**config.mk**
```make
export PLATFORM = sky130hd
export DESIGN_NAME = multicycle_controller_flat
export DESIGN_NICKNAME = d
export VERILOG_FILES = /design/src/rtl/multicycle_controller_pkg.sv /design/src/rtl/multicycle_controller_if.sv /design/src/rtl/multicycle_controller_alu_decoder.sv /design/src/rtl/multicycle_controller.sv /design/src/flat_wrapper.sv
export SDC_FILE = /design/constraint.sdc
export NUM_CORES = 1
export LEC_CHECK = 0
export BUFFER_PORTS_ARGS = -buffer_cell sky130_fd_sc_hd__buf_4
export CORE_MARGIN = 10
export CORE_UTILIZATION = 50
export CTS_BUF_LIST = sky130_fd_sc_hd__clkbuf_8
export CTS_CLUSTER_DIAMETER = 60
export DETAILED_ROUTE_END_ITERATION = 8
export PLACE_DENSITY_LB_ADDON = 0.05
export RECOVER_POWER = 100
export SLEW_MARGIN = 10
export SYNTH_ARGS = -nofsm -noshare
export SYNTH_HDL_FRONTEND = slang
export SYNTH_SLANG_ARGS = --single-unit
```
**constraint.sdc**
```tcl
create_clock -name clk -period 2.2 [get_ports clk]
set_input_delay 0.11 -clock clk [delete_from_list [all_inputs] [get_ports clk]]
set_output_delay 0.11 -clock clk [all_outputs]
set_load 0.02 [all_outputs]
```
**src/rtl/multicycle_controller_pkg.sv**
```systemverilog
// rtl/multicycle_controller_pkg.sv - riscv_ctrl_pkg: opcodes, select encodings, states, aluOp type
// TRAP state exists only when ILLEGAL_OP_TRAP_EN is defined.
package riscv_ctrl_pkg;

  localparam logic [6:0] OP_LOAD   = 7'b0000011;
  localparam logic [6:0] OP_STORE  = 7'b0100011;
  localparam logic [6:0] OP_RTYPE  = 7'b0110011;
  localparam logic [6:0] OP_ITYPE  = 7'b0010011;
  localparam logic [6:0] OP_BRANCH = 7'b1100011;
  localparam logic [6:0] OP_JAL    = 7'b1101111;
  localparam logic [6:0] OP_JALR   = 7'b1100111;
  localparam logic [6:0] OP_LUI    = 7'b0110111;

  localparam logic [2:0] IMM_I = 3'b000;
  localparam logic [2:0] IMM_S = 3'b001;
  localparam logic [2:0] IMM_B = 3'b010;
  localparam logic [2:0] IMM_U = 3'b011;
  localparam logic [2:0] IMM_J = 3'b100;

  localparam logic [2:0] ALU_ADD = 3'b000;
  localparam logic [2:0] ALU_SUB = 3'b001;
  localparam logic [2:0] ALU_AND = 3'b010;
  localparam logic [2:0] ALU_OR  = 3'b011;
  localparam logic [2:0] ALU_SLT = 3'b100;
  localparam logic [2:0] ALU_XOR = 3'b101;

  localparam logic [1:0] SRCA_PC    = 2'b00;
  localparam logic [1:0] SRCA_OLDPC = 2'b01;
  localparam logic [1:0] SRCA_RS1   = 2'b10;
  localparam logic [1:0] SRCB_RS2   = 2'b00;
  localparam logic [1:0] SRCB_IMM   = 2'b01;
  localparam logic [1:0] SRCB_FOUR  = 2'b10;
  localparam logic [1:0] RES_ALUOUT    = 2'b00;
  localparam logic [1:0] RES_MEMDATA   = 2'b01;
  localparam logic [1:0] RES_ALURESULT = 2'b10;
  localparam logic [1:0] RES_IMMEXT    = 2'b11;

  typedef enum logic [1:0] {ALUOP_ADD, ALUOP_SUB, ALUOP_FUNCT} alu_op_t;

  typedef logic [3:0] state_t;
  localparam state_t S_FETCH    = 4'd0;
  localparam state_t S_DECODE   = 4'd1;
  localparam state_t S_MEMADR   = 4'd2;
  localparam state_t S_MEMREAD  = 4'd3;
  localparam state_t S_MEMWB    = 4'd4;
  localparam state_t S_MEMWRITE = 4'd5;
  localparam state_t S_EXECR    = 4'd6;
  localparam state_t S_EXECI    = 4'd7;
  localparam state_t S_ALUWB    = 4'd8;
  localparam state_t S_BRANCH   = 4'd9;
  localparam state_t S_JAL      = 4'd10;
  localparam state_t S_JALR     = 4'd11;
  localparam state_t S_JALRPC   = 4'd12;
  localparam state_t S_LUI      = 4'd13;
`ifdef ILLEGAL_OP_TRAP_EN
  localparam state_t S_TRAP     = 4'd14;
`endif

  function automatic logic [2:0] imm_sel(input logic [6:0] op);
    case (op)
      OP_STORE:  return IMM_S;
      OP_BRANCH: return IMM_B;
      OP_LUI:    return IMM_U;
      OP_JAL:    return IMM_J;
      default:   return IMM_I;
    endcase
  endfunction

endpackage

```
**src/rtl/multicycle_controller_if.sv**
```systemverilog
// rtl/multicycle_controller_if.sv - decode inputs and control outputs between controller and datapath
interface multicycle_controller_if;
  logic [6:0] op;
  logic [2:0] funct3;
  logic       funct7b5;
  logic       zero;
  logic       lt;
  logic [2:0] immSrc;
  logic [2:0] aluControl;
  logic [1:0] aluSrcA;
  logic [1:0] aluSrcB;
  logic [1:0] resultSrc;
  logic       adrSrc;
  logic       irWrite;
  logic       pcWrite;
  logic       memWrite;
  logic       regWrite;
  logic       illegalOp;

  modport master (
    input  op, funct3, funct7b5, zero, lt,
    output immSrc, aluControl, aluSrcA, aluSrcB, resultSrc, adrSrc,
    output irWrite, pcWrite, memWrite, regWrite, illegalOp
  );

  modport slave (
    output op, funct3, funct7b5, zero, lt,
    input  immSrc, aluControl, aluSrcA, aluSrcB, resultSrc, adrSrc,
    input  irWrite, pcWrite, memWrite, regWrite, illegalOp
  );
endinterface

```
**src/rtl/multicycle_controller_alu_decoder.sv**
```systemverilog
// rtl/multicycle_controller_alu_decoder.sv - alu_decoder: aluOp/funct fields to aluControl
// op5 separates R-type from I-ALU so that immediates never select sub.
module alu_decoder
  import riscv_ctrl_pkg::*;
(
  input  alu_op_t    alu_op_i,
  input  logic [2:0] funct3_i,
  input  logic       funct7b5_i,
  input  logic       op5_i,
  output logic [2:0] alu_control_o
);
  always_comb begin
    alu_control_o = ALU_ADD;
    case (alu_op_i)
      ALUOP_SUB: alu_control_o = ALU_SUB;
      ALUOP_FUNCT: begin
        case (funct3_i)
          3'b000:  alu_control_o = (op5_i && funct7b5_i) ? ALU_SUB : ALU_ADD;
          3'b111:  alu_control_o = ALU_AND;
          3'b110:  alu_control_o = ALU_OR;
          3'b010:  alu_control_o = ALU_SLT;
          3'b100:  alu_control_o = ALU_XOR;
          default: alu_control_o = ALU_ADD;
        endcase
      end
      default: alu_control_o = ALU_ADD;
    endcase
  end
endmodule

```
**src/rtl/multicycle_controller.sv**
```systemverilog
// rtl/multicycle_controller.sv - multicycle RV32I control FSM with MEM_LAT wait counter
// ILLEGAL_OP_TRAP_EN adds a sticky TRAP state for unknown opcodes.
module multicycle_controller
  import riscv_ctrl_pkg::*;
#(
  parameter int MEM_LAT = 1
) (
  input logic                     clk,
  input logic                     rst,
  multicycle_controller_if.master ctrl
);
  localparam logic [1:0] CNT_LAST = 2'(MEM_LAT - 1);

  state_t     state_q, state_d, state_eff;
  logic [1:0] cnt_q, cnt_d;
  logic       cnt_last, taken;
  alu_op_t    alu_op;
  logic [1:0] src_a, src_b, res_src;
  logic       adr_src, ir_wr, pc_wr, mem_wr, reg_wr;

  assign cnt_last  = (cnt_q == CNT_LAST);
  // Outputs look like FETCH during reset regardless of the held state.
  assign state_eff = rst ? S_FETCH : state_q;

  always_comb begin
    case (ctrl.funct3)
      3'b000:  taken = ctrl.zero;
      3'b001:  taken = ~ctrl.zero;
      3'b100:  taken = ctrl.lt;
      3'b101:  taken = ~ctrl.lt;
      default: taken = 1'b0;
    endcase
  end

  always_comb begin
    state_d = state_q;
    case (state_q)
      S_FETCH:   if (cnt_last) state_d = S_DECODE;
      S_DECODE: begin
        case (ctrl.op)
          OP_LOAD, OP_STORE: state_d = S_MEMADR;
          OP_RTYPE:          state_d = S_EXECR;
          OP_ITYPE:          state_d = S_EXECI;
          OP_BRANCH:         state_d = S_BRANCH;
          OP_JAL:            state_d = S_JAL;
          OP_JALR:           state_d = S_JALR;
          OP_LUI:            state_d = S_LUI;
`ifdef ILLEGAL_OP_TRAP_EN
          default:           state_d = S_TRAP;
`else
          default:           state_d = S_FETCH;
`endif
        endcase
      end
      S_MEMADR:  state_d = (ctrl.op == OP_LOAD) ? S_MEMREAD : S_MEMWRITE;
      S_MEMREAD: if (cnt_last) state_d = S_MEMWB;
      S_EXECR, S_EXECI, S_JAL: state_d = S_ALUWB;
      S_JALR:    state_d = S_JALRPC;
      S_JALRPC:  state_d = S_ALUWB;
`ifdef ILLEGAL_OP_TRAP_EN
      S_TRAP:    state_d = S_TRAP;
`endif
      default:   state_d = S_FETCH;
    endcase
  end

  // Counter restarts on every state change, so entry into FETCH/MEMREAD sees 0.
  assign cnt_d = (state_d != state_q) ? 2'd0 : (cnt_last ? cnt_q : cnt_q + 2'd1);

  always_ff @(posedge clk) begin
    if (rst) begin
      state_q <= S_FETCH;
      cnt_q   <= 2'd0;
    end else begin
      state_q <= state_d;
      cnt_q   <= cnt_d;
    end
  end

`ifdef ILLEGAL_OP_TRAP_EN
  logic ill_q;
  always_ff @(posedge clk) begin
    if (rst) ill_q <= 1'b0;
    else if (state_d == S_TRAP) ill_q <= 1'b1;
  end
  assign ctrl.illegalOp = ill_q;
`else
  assign ctrl.illegalOp = 1'b0;
`endif

  always_comb begin
    src_a   = SRCA_PC;
    src_b   = SRCB_RS2;
    res_src = RES_ALUOUT;
    adr_src = 1'b0;
    alu_op  = ALUOP_ADD;
    ir_wr   = 1'b0;
    pc_wr   = 1'b0;
    mem_wr  = 1'b0;
    reg_wr  = 1'b0;
    case (state_eff)
      S_FETCH: begin
        src_b   = SRCB_FOUR;
        res_src = RES_ALURESULT;
        ir_wr   = cnt_last;
        pc_wr   = cnt_last;
      end
      S_DECODE:   begin src_a = SRCA_OLDPC; src_b = SRCB_IMM; end
      S_MEMADR:   begin src_a = SRCA_RS1; src_b = SRCB_IMM; end
      S_MEMREAD:  adr_src = 1'b1;
      S_MEMWB:    begin res_src = RES_MEMDATA; reg_wr = 1'b1; end
      S_MEMWRITE: begin adr_src = 1'b1; mem_wr = 1'b1; end
      S_EXECR:    begin src_a = SRCA_RS1; alu_op = ALUOP_FUNCT; end
      S_EXECI:    begin src_a = SRCA_RS1; src_b = SRCB_IMM; alu_op = ALUOP_FUNCT; end
      S_ALUWB:    reg_wr = 1'b1;
      S_BRANCH:   begin src_a = SRCA_RS1; alu_op = ALUOP_SUB; pc_wr = taken; end
      S_JAL, S_JALRPC: begin src_a = SRCA_OLDPC; src_b = SRCB_FOUR; pc_wr = 1'b1; end
      S_JALR:     begin src_a = SRCA_RS1; src_b = SRCB_IMM; end
      S_LUI:      begin res_src = RES_IMMEXT; reg_wr = 1'b1; end
      default: ;
    endcase
  end

  alu_decoder u_alu_decoder (
    .alu_op_i      (alu_op),
    .funct3_i      (ctrl.funct3),
    .funct7b5_i    (ctrl.funct7b5),
    .op5_i         (ctrl.op[5]),
    .alu_control_o (ctrl.aluControl)
  );

  assign ctrl.immSrc    = imm_sel(ctrl.op);
  assign ctrl.aluSrcA   = src_a;
  assign ctrl.aluSrcB   = src_b;
  assign ctrl.resultSrc = res_src;
  assign ctrl.adrSrc    = adr_src;
  assign ctrl.irWrite   = ir_wr  & ~rst;
  assign ctrl.pcWrite   = pc_wr  & ~rst;
  assign ctrl.memWrite  = mem_wr & ~rst;
  assign ctrl.regWrite  = reg_wr & ~rst;
endmodule
```
**src/flat_wrapper.sv**
```systemverilog
// flat-port wrapper written by rule: the top's interface ports become plain ports
module multicycle_controller_flat import riscv_ctrl_pkg::*;
#(
  parameter int MEM_LAT = 1
)
  (clk, rst, ctrl_op, ctrl_funct3, ctrl_funct7b5, ctrl_zero, ctrl_lt, ctrl_immSrc, ctrl_aluControl, ctrl_aluSrcA, ctrl_aluSrcB, ctrl_resultSrc, ctrl_adrSrc, ctrl_irWrite, ctrl_pcWrite, ctrl_memWrite, ctrl_regWrite, ctrl_illegalOp);
  multicycle_controller_if ctrl_i ();
  input logic clk;
  input logic rst;
  input wire logic [$bits(ctrl_i.op)-1:0] ctrl_op;
  input wire logic [$bits(ctrl_i.funct3)-1:0] ctrl_funct3;
  input wire logic [$bits(ctrl_i.funct7b5)-1:0] ctrl_funct7b5;
  input wire logic [$bits(ctrl_i.zero)-1:0] ctrl_zero;
  input wire logic [$bits(ctrl_i.lt)-1:0] ctrl_lt;
  output wire logic [$bits(ctrl_i.immSrc)-1:0] ctrl_immSrc;
  output wire logic [$bits(ctrl_i.aluControl)-1:0] ctrl_aluControl;
  output wire logic [$bits(ctrl_i.aluSrcA)-1:0] ctrl_aluSrcA;
  output wire logic [$bits(ctrl_i.aluSrcB)-1:0] ctrl_aluSrcB;
  output wire logic [$bits(ctrl_i.resultSrc)-1:0] ctrl_resultSrc;
  output wire logic [$bits(ctrl_i.adrSrc)-1:0] ctrl_adrSrc;
  output wire logic [$bits(ctrl_i.irWrite)-1:0] ctrl_irWrite;
  output wire logic [$bits(ctrl_i.pcWrite)-1:0] ctrl_pcWrite;
  output wire logic [$bits(ctrl_i.memWrite)-1:0] ctrl_memWrite;
  output wire logic [$bits(ctrl_i.regWrite)-1:0] ctrl_regWrite;
  output wire logic [$bits(ctrl_i.illegalOp)-1:0] ctrl_illegalOp;
  assign ctrl_i.op = ctrl_op;
  assign ctrl_i.funct3 = ctrl_funct3;
  assign ctrl_i.funct7b5 = ctrl_funct7b5;
  assign ctrl_i.zero = ctrl_zero;
  assign ctrl_i.lt = ctrl_lt;
  assign ctrl_immSrc = ctrl_i.immSrc;
  assign ctrl_aluControl = ctrl_i.aluControl;
  assign ctrl_aluSrcA = ctrl_i.aluSrcA;
  assign ctrl_aluSrcB = ctrl_i.aluSrcB;
  assign ctrl_resultSrc = ctrl_i.resultSrc;
  assign ctrl_adrSrc = ctrl_i.adrSrc;
  assign ctrl_irWrite = ctrl_i.irWrite;
  assign ctrl_pcWrite = ctrl_i.pcWrite;
  assign ctrl_memWrite = ctrl_i.memWrite;
  assign ctrl_regWrite = ctrl_i.regWrite;
  assign ctrl_illegalOp = ctrl_i.illegalOp;
  multicycle_controller #(.MEM_LAT(MEM_LAT)) u_core (.clk(clk), .rst(rst), .ctrl(ctrl_i));
endmodule
```
==> flow_metrics.tcl, run 1 <==
set metrics [dict create \
    cts_tree "yes" \
    start_kind "register" \
    nets 189 \
    numPortBuffers 31 \
    final_cell_mix "buf_4, nor2_1, clkbuf_1" \
    worstPathRequired_ps 2090 \
    period_share_pct 94.3 \
    core_um2 1750 \
    syn_area_per_cell_um2 6.78 \
    cts_hold_buf 0 \
    regToRegEndpoint "u_core.cnt_q[0]$_SDFFE_PP0N_" \
    internal_power_uw 286 \
    antenna_cells 0 \
    synth_cell_types 44 \
    drt_pass1_iterations 4 \
    worstPathMaxFanout 7 \
    ir_worst_vdd_uv 315 \
    die_w_um 63.3 \
    yosysSeqAreaShare_pct 12.8 \
    viasPerCell 5.59 \
    die-area_um2 4000 \
    htreeDepth 1 \
    rrSetupSlack_ps 310 \
    path_clk_slew_ps 40 \
    final-setup-viol-count 0 \
    hold_viol 0 \
    yosysWarnings 0 \
    grt.overflow.total 0 \
    synth_flop_cell "dfxtp_1" \
    crit_type "register to primary output" \
    critical_path.reg2reg.startpoint "u_core.state_q[1]$_SDFF_PP0_" \
    num_rows 15 \
    vias 1084 \
    synth_edf_count 0 \
    post_route_cells_drive_above_1_share_pct 18.9 \
    yosys.area.top_type "dfxtp_1" \
    clkSinkCount 6 \
    synthTopCellsByArea "dfxtp_1, nor2_1, nand2b_1" \
    clkLatencyLatePin_ps 220 \
    cp-end-kind "primary output" \
    crit_arrival_ps 1960 \
    pin_count 33 \
    grt_pass1_wl_mm 4.46 \
    drv_slew 0 \
    clk_path_buf_depth 2 \
    final.setup_skew_ps 1.10 \
    synthArstFlopShare_pct 0 \
    die_y_um 63.3 \
    cap_violations 0 \
    syn_area_um2 936 \
    numCtsBuffers 3 \
    period_minus_slack_ps 2070 \
    p_switching_uw 122 \
    hp-start "rst" \
    p_per_area_nw_per_um2 342 \
    drc_errors 0 \
    grt_antenna_before_repair 0 \
    hpwl_mm 2.09 \
    syn_to_final_growth_pct 27.5 \
    fin_tns_setup_ps 0 \
    grt_max_degree 16 \
    synth_top_area_share_pct 12.8 \
    rsz0062_at_grt "false" \
    holdPathEnd "u_core.state_q[2]$_SDFF_PP0_" \
    synth-seq-cells 6 \
    ant_nets 0 \
    grt_pass1_vias 1021 \
    power_switching_share_pct 29.9 \
    worst_slack_ps 126 \
    run_status "completed" \
    hold_path_depth 2 \
    post_drt_wl_per_cell_um 13.8 \
    drtIter0Drc 38 \
    synth_nets 156 \
    hp-class "input port to register" \
    wirelength_mm 2.69 \
    p_seq_share_pct 27.9 \
    cts_root_buf "clkbuf_8" \
    initial_core_util_pct 53.6 \
    syn_inst 138 \
    fmax_mhz 482 \
    p_clk_share_pct 40.7 \
    track_usage_pct 12.8 \
    post-place-ws_ps 342 \
    leakage_nw 0.498 \
    place.gp.congestion 0.877 \
    final_common_cell "buf_4" \
    power_frac_comb_pct 31.4 \
    r2r_cells 6 \
]
[final cells by class]
type                            count  area (um^2)
Multi-Input combinational cell    113          738
Fill cell                         165          552
Timing Repair Buffer               38          229
Sequential cell                     6          120
Clock buffer                        3         41.3
Inverter                            9         33.8
Tap cell                           25         31.3
[critical path, stage by stage (launching register included)]
cell	delay [ps]
dfxtp_1	340
or2_2	350
or3_4	360
ha_1	310
nor3_1	190
clkbuf_2	190
[flip-flops by register name, summed over array words and instances, names as in the netlist]
signal,flops
u_core.cnt_q,2
u_core.state_q,4
[per-stage QoR]
stage | instance area (um^2) | total power, mW | instances | hold WS (ps) | util, %
2_1_floorplan | 936 | 0.197 | 138 | 189 | -
3_3_place_gp | 1210 | 0.249 | 191 | 412 | 69.2
3_5_place_dp | 1210 | 0.251 | 191 | 418 | 69.2
4_1_cts | 1250 | 0.420 | 194 | 183 | 71.5
5_1_grt | 1190 | 0.433 | 194 | 190 | 68.4
6_report | 1190 | 0.408 | 194 | 181 | 68.4
[power groups by stage]
| stage | clock network [mW] | logic, mW | registers [mW] |
|---|---|---|---|
| after floorplan | 0 | 0.0824 | 0.114 |
| after global routing | 0.177 | 0.141 | 0.114 |
| final | 0.166 | 0.128 | 0.114 |
| after detailed placement | 0 | 0.135 | 0.116 |
| after global placement | 0 | 0.133 | 0.116 |
| after CTS | 0.170 | 0.136 | 0.114 |
[how the worst max path moves through the flow]
stage                                 startpoint                 end  slack [ps]  depth (start not counted)
floorplan           u_core.state_q[2]$_SDFF_PP0_  ctrl_aluControl[2]         260                          4
global placement    u_core.state_q[2]$_SDFF_PP0_  ctrl_aluControl[2]         380                          5
detailed placement  u_core.state_q[2]$_SDFF_PP0_  ctrl_aluControl[2]         340                          5
CTS                 u_core.state_q[2]$_SDFF_PP0_  ctrl_aluControl[2]         110                          5
global route        u_core.state_q[2]$_SDFF_PP0_  ctrl_aluControl[0]          40                          8
finish              u_core.state_q[2]$_SDFF_PP0_  ctrl_aluControl[2]         130                          5
[routing by layer]
metal | up-vias | GRT usage (%) | share of wire (%)
met5 | - | 0 | 0
li1 | 558 | - | -
met1 | 490 | 15.5 | 45
met4 | 0 | 3.83 | 0
met3 | 0 | 3.36 | 5.9
met2 | 36 | 21.3 | 49
[cell usage after synthesis, types with 2 or more instances]
cell type	number
or2_2	2
nand3_1	2
or3_1	2
dfxtp_1	6
xnor2_1	3
nand2b_1	8
a31oi_1	2
mux2i_1	4
clkbuf_1	6
o21ai_0	3
nand4b_1	2
a22oi_1	2
nor2b_1	4
a211oi_1	5
buf_2	3
nand3b_1	3
nor3_1	8
inv_1	9
ha_1	3
nor2_1	17
nor4_1	2
o21bai_1	3
xor2_1	4
and2_1	2
o21a_1	2
nand2_1	6
a21oi_1	8
[cell families (layout without fill, tap and decap cells)]
logic type | Yosys count | count (layout) | share of synthesized area [%]
buffers and inverters | 19 | 50 | 8.42
adders and majority gates | 3 | 3 | 4.01
xor gates and xnor gates | 7 | 7 | 6.55
DFF | 6 | 6 | 12.8
other | 1 | 1 | 0.401
muxes | 4 | 4 | 4.28
AOI/OAI and AO/OA | 34 | 34 | 25.3
and+or+nand+nor | 64 | 64 | 38.2
[what timing repair did]
action,4_1_cts,5_1_grt
setup endpoints to repair,0,1
hold endpoints to repair,0,0
buffers inserted,0,0
resized for setup,0,1
(Power assumes the default switching activity.)
==> run 2: changes to the inputs <==
Clock period 2.2 ns to 2 ns, I/O delays scaled along.
==> run 2 against run 1 <==
Net effect:
- cell count did not move
- clock power is 6% higher
- routed wire length increased by 6.0%
- critical path depth did not move
- largest power group unchanged
- highest routed layer is now met4
==> flow_metrics.tcl, run 2 (synthesized netlist as in run 1, its figures left out) <==
set metrics [dict create \
    run_status "completed" \
    grt_max_degree 16 \
    pin_count 33 \
    final_cell_count_no_fill 194 \
    cts_tree "yes" \
    final_cell_mix "buf_4, nor2_1, inv_1" \
    clk_path_buf_depth 2 \
    final-setup-viol-count 0 \
    hold_ws_ps 275 \
    die_w_um 63.3 \
    track_usage_pct 13.5 \
    cp-end-kind "primary output" \
    critical_path.reg2reg.startpoint "u_core.state_q[1]$_SDFF_PP0_" \
    ant_nets 0 \
    final_util_pct 70.6 \
    postCtsSetupBuffers 0 \
    ir_worst_vdd_uv 486 \
    period_minus_slack_ps 1920 \
    regMostFlops "u_core.state_q" \
    worstPathMaxFanout 4 \
    cap_violations 0 \
    initial_core_util_pct 53.6 \
    syn_to_final_growth_pct 31.7 \
    crit_arrival_ps 1820 \
    largest_register_ffs 4 \
    period_share_pct 95.8 \
    viasPerCell 5.66 \
    vias 1099 \
    p_per_area_nw_per_um2 363 \
    holdPathEnd "u_core.state_q[2]$_SDFF_PP0_" \
    post_route_cells_drive_above_1_share_pct 25.4 \
    final_common_cell "buf_4" \
    rsz0062_at_grt "false" \
    place.gp.congestion 0.886 \
    fmax_mhz 522 \
    hpwl_mm 2.18 \
    rrSetupSlack_ps 240 \
    numPortBuffers 31 \
    hold_viol 0 \
    r2r_cells 5 \
    path_buf_inv 1 \
    fin_tns_setup_ps 0 \
    grt_pass1_vias 1076 \
    crit_chain "or2_4 -> or3_4 -> ha_1 -> nor3_2 -> clkbuf_2" \
    regToRegEndpoint "u_core.cnt_q[0]$_SDFFE_PP0N_" \
    max_stage_delay_ps 340 \
    hp-start "rst" \
    drc_errors 0 \
    leakage_nw 0.520 \
    grt_antenna_before_repair 0 \
    grt_pass1_wl_mm 4.73 \
    post_drt_wl_per_cell_um 14.7 \
    clkSinkCount 6 \
    num_rows 15 \
    core_um2 1750 \
    hp-class "input port to register" \
    clkLatencyLatePin_ps 220 \
    place_inst 191 \
    crit_type "register to primary output" \
    cts_hold_buf 0 \
    drv_slew 0 \
    worstPathRequired_ps 1900 \
    htreeDepth 1 \
    drt_pass1_iterations 4 \
    die-area_um2 4000 \
    hold_path_depth 3 \
    drtIter0Drc 40 \
    die_y_um 63.3 \
    cts_root_buf "clkbuf_8" \
    final.setup_skew_ps 2.74 \
    wirelength_mm 2.85 \
    start_kind "register" \
    numCtsBuffers 3 \
    largestRegisters "u_core.state_q: 4 flops, u_core.cnt_q: 2 flops" \
    antenna_cells 0 \
    nets 189 \
    grt.overflow.total 0 \
    crit_family "simple AND/OR/NAND/NOR gates" \
    critPathSlowestCell "or3_4" \
    path_clk_slew_ps 40 \
]
[run 2: cell types whose count changed in the layout (fill, tap and decap cells not counted), sizes merged]
| cell | delta |
|---|---|
| buf | +7 |
| clkbuf | -7 |
[run 2: timing repair]
| action | in CTS | in global routing |
|---|---|---|
| gates resized for setup | 2 | 7 |
| pin swaps | 1 | 1 |
| setup endpoints to repair | 1 | 3 |
[run 2: worst reg2reg max path, cell delays in order (launching register included)]
cell,delay [ps]
dfxtp_2,370
or4b_1,540
or3_1,330
o22ai_1,150
nand4_1,160
nor2_1,140
[run 2: worst max path at each step]
stage,cells after the start,startpoint,end
final,5,u_core.state_q[2]$_SDFF_PP0_,ctrl_aluControl[2]
after floorplan,4,u_core.state_q[2]$_SDFF_PP0_,ctrl_aluControl[2]
after CTS,5,u_core.state_q[2]$_SDFF_PP0_,ctrl_aluControl[2]
after global routing,5,u_core.state_q[2]$_SDFF_PP0_,ctrl_aluControl[2]
after detailed placement,5,u_core.state_q[2]$_SDFF_PP0_,ctrl_aluControl[2]
after global placement,5,u_core.state_q[2]$_SDFF_PP0_,ctrl_aluControl[2]
[run 2: layout make-up]
type	instances	area, um^2
multi-input cells	113	747
inverters	9	33.8
flip-flops and latches	6	124
repair buffers	38	255
well taps	25	31.3
clock buffers	3	41.3
fillers	151	513
[run 2: routing by layer]
metal	share of wire, %	track usage, %
met1	41	15.4
met2	52	24.5
met3	5.9	3.71
met4	0.74	2.73
met5	0	0
[run 2: where the power goes]
| part | leakage, nW | switching [mW] | total (mW) | internal (mW) |
|---|---|---|---|---|
| sequential | 0.0499 | 0.00447 | 0.128 | 0.123 |
| combinational | 0.448 | 0.0785 | 0.143 | 0.0650 |
| clock | 0.0216 | 0.0471 | 0.176 | 0.129 |
| total | 0.520 | 0.130 | 0.447 | 0.317 |
[run 2: per-stage QoR]
stage,cell area (um^2),power [mW],setup WS (ps)
2_1_floorplan,936,0.216,68.6
3_3_place_gp,1210,0.274,234
3_5_place_dp,1210,0.276,169
4_1_cts,1260,0.453,5.39
5_1_grt,1230,0.474,19.8
6_report,1230,0.447,84.5
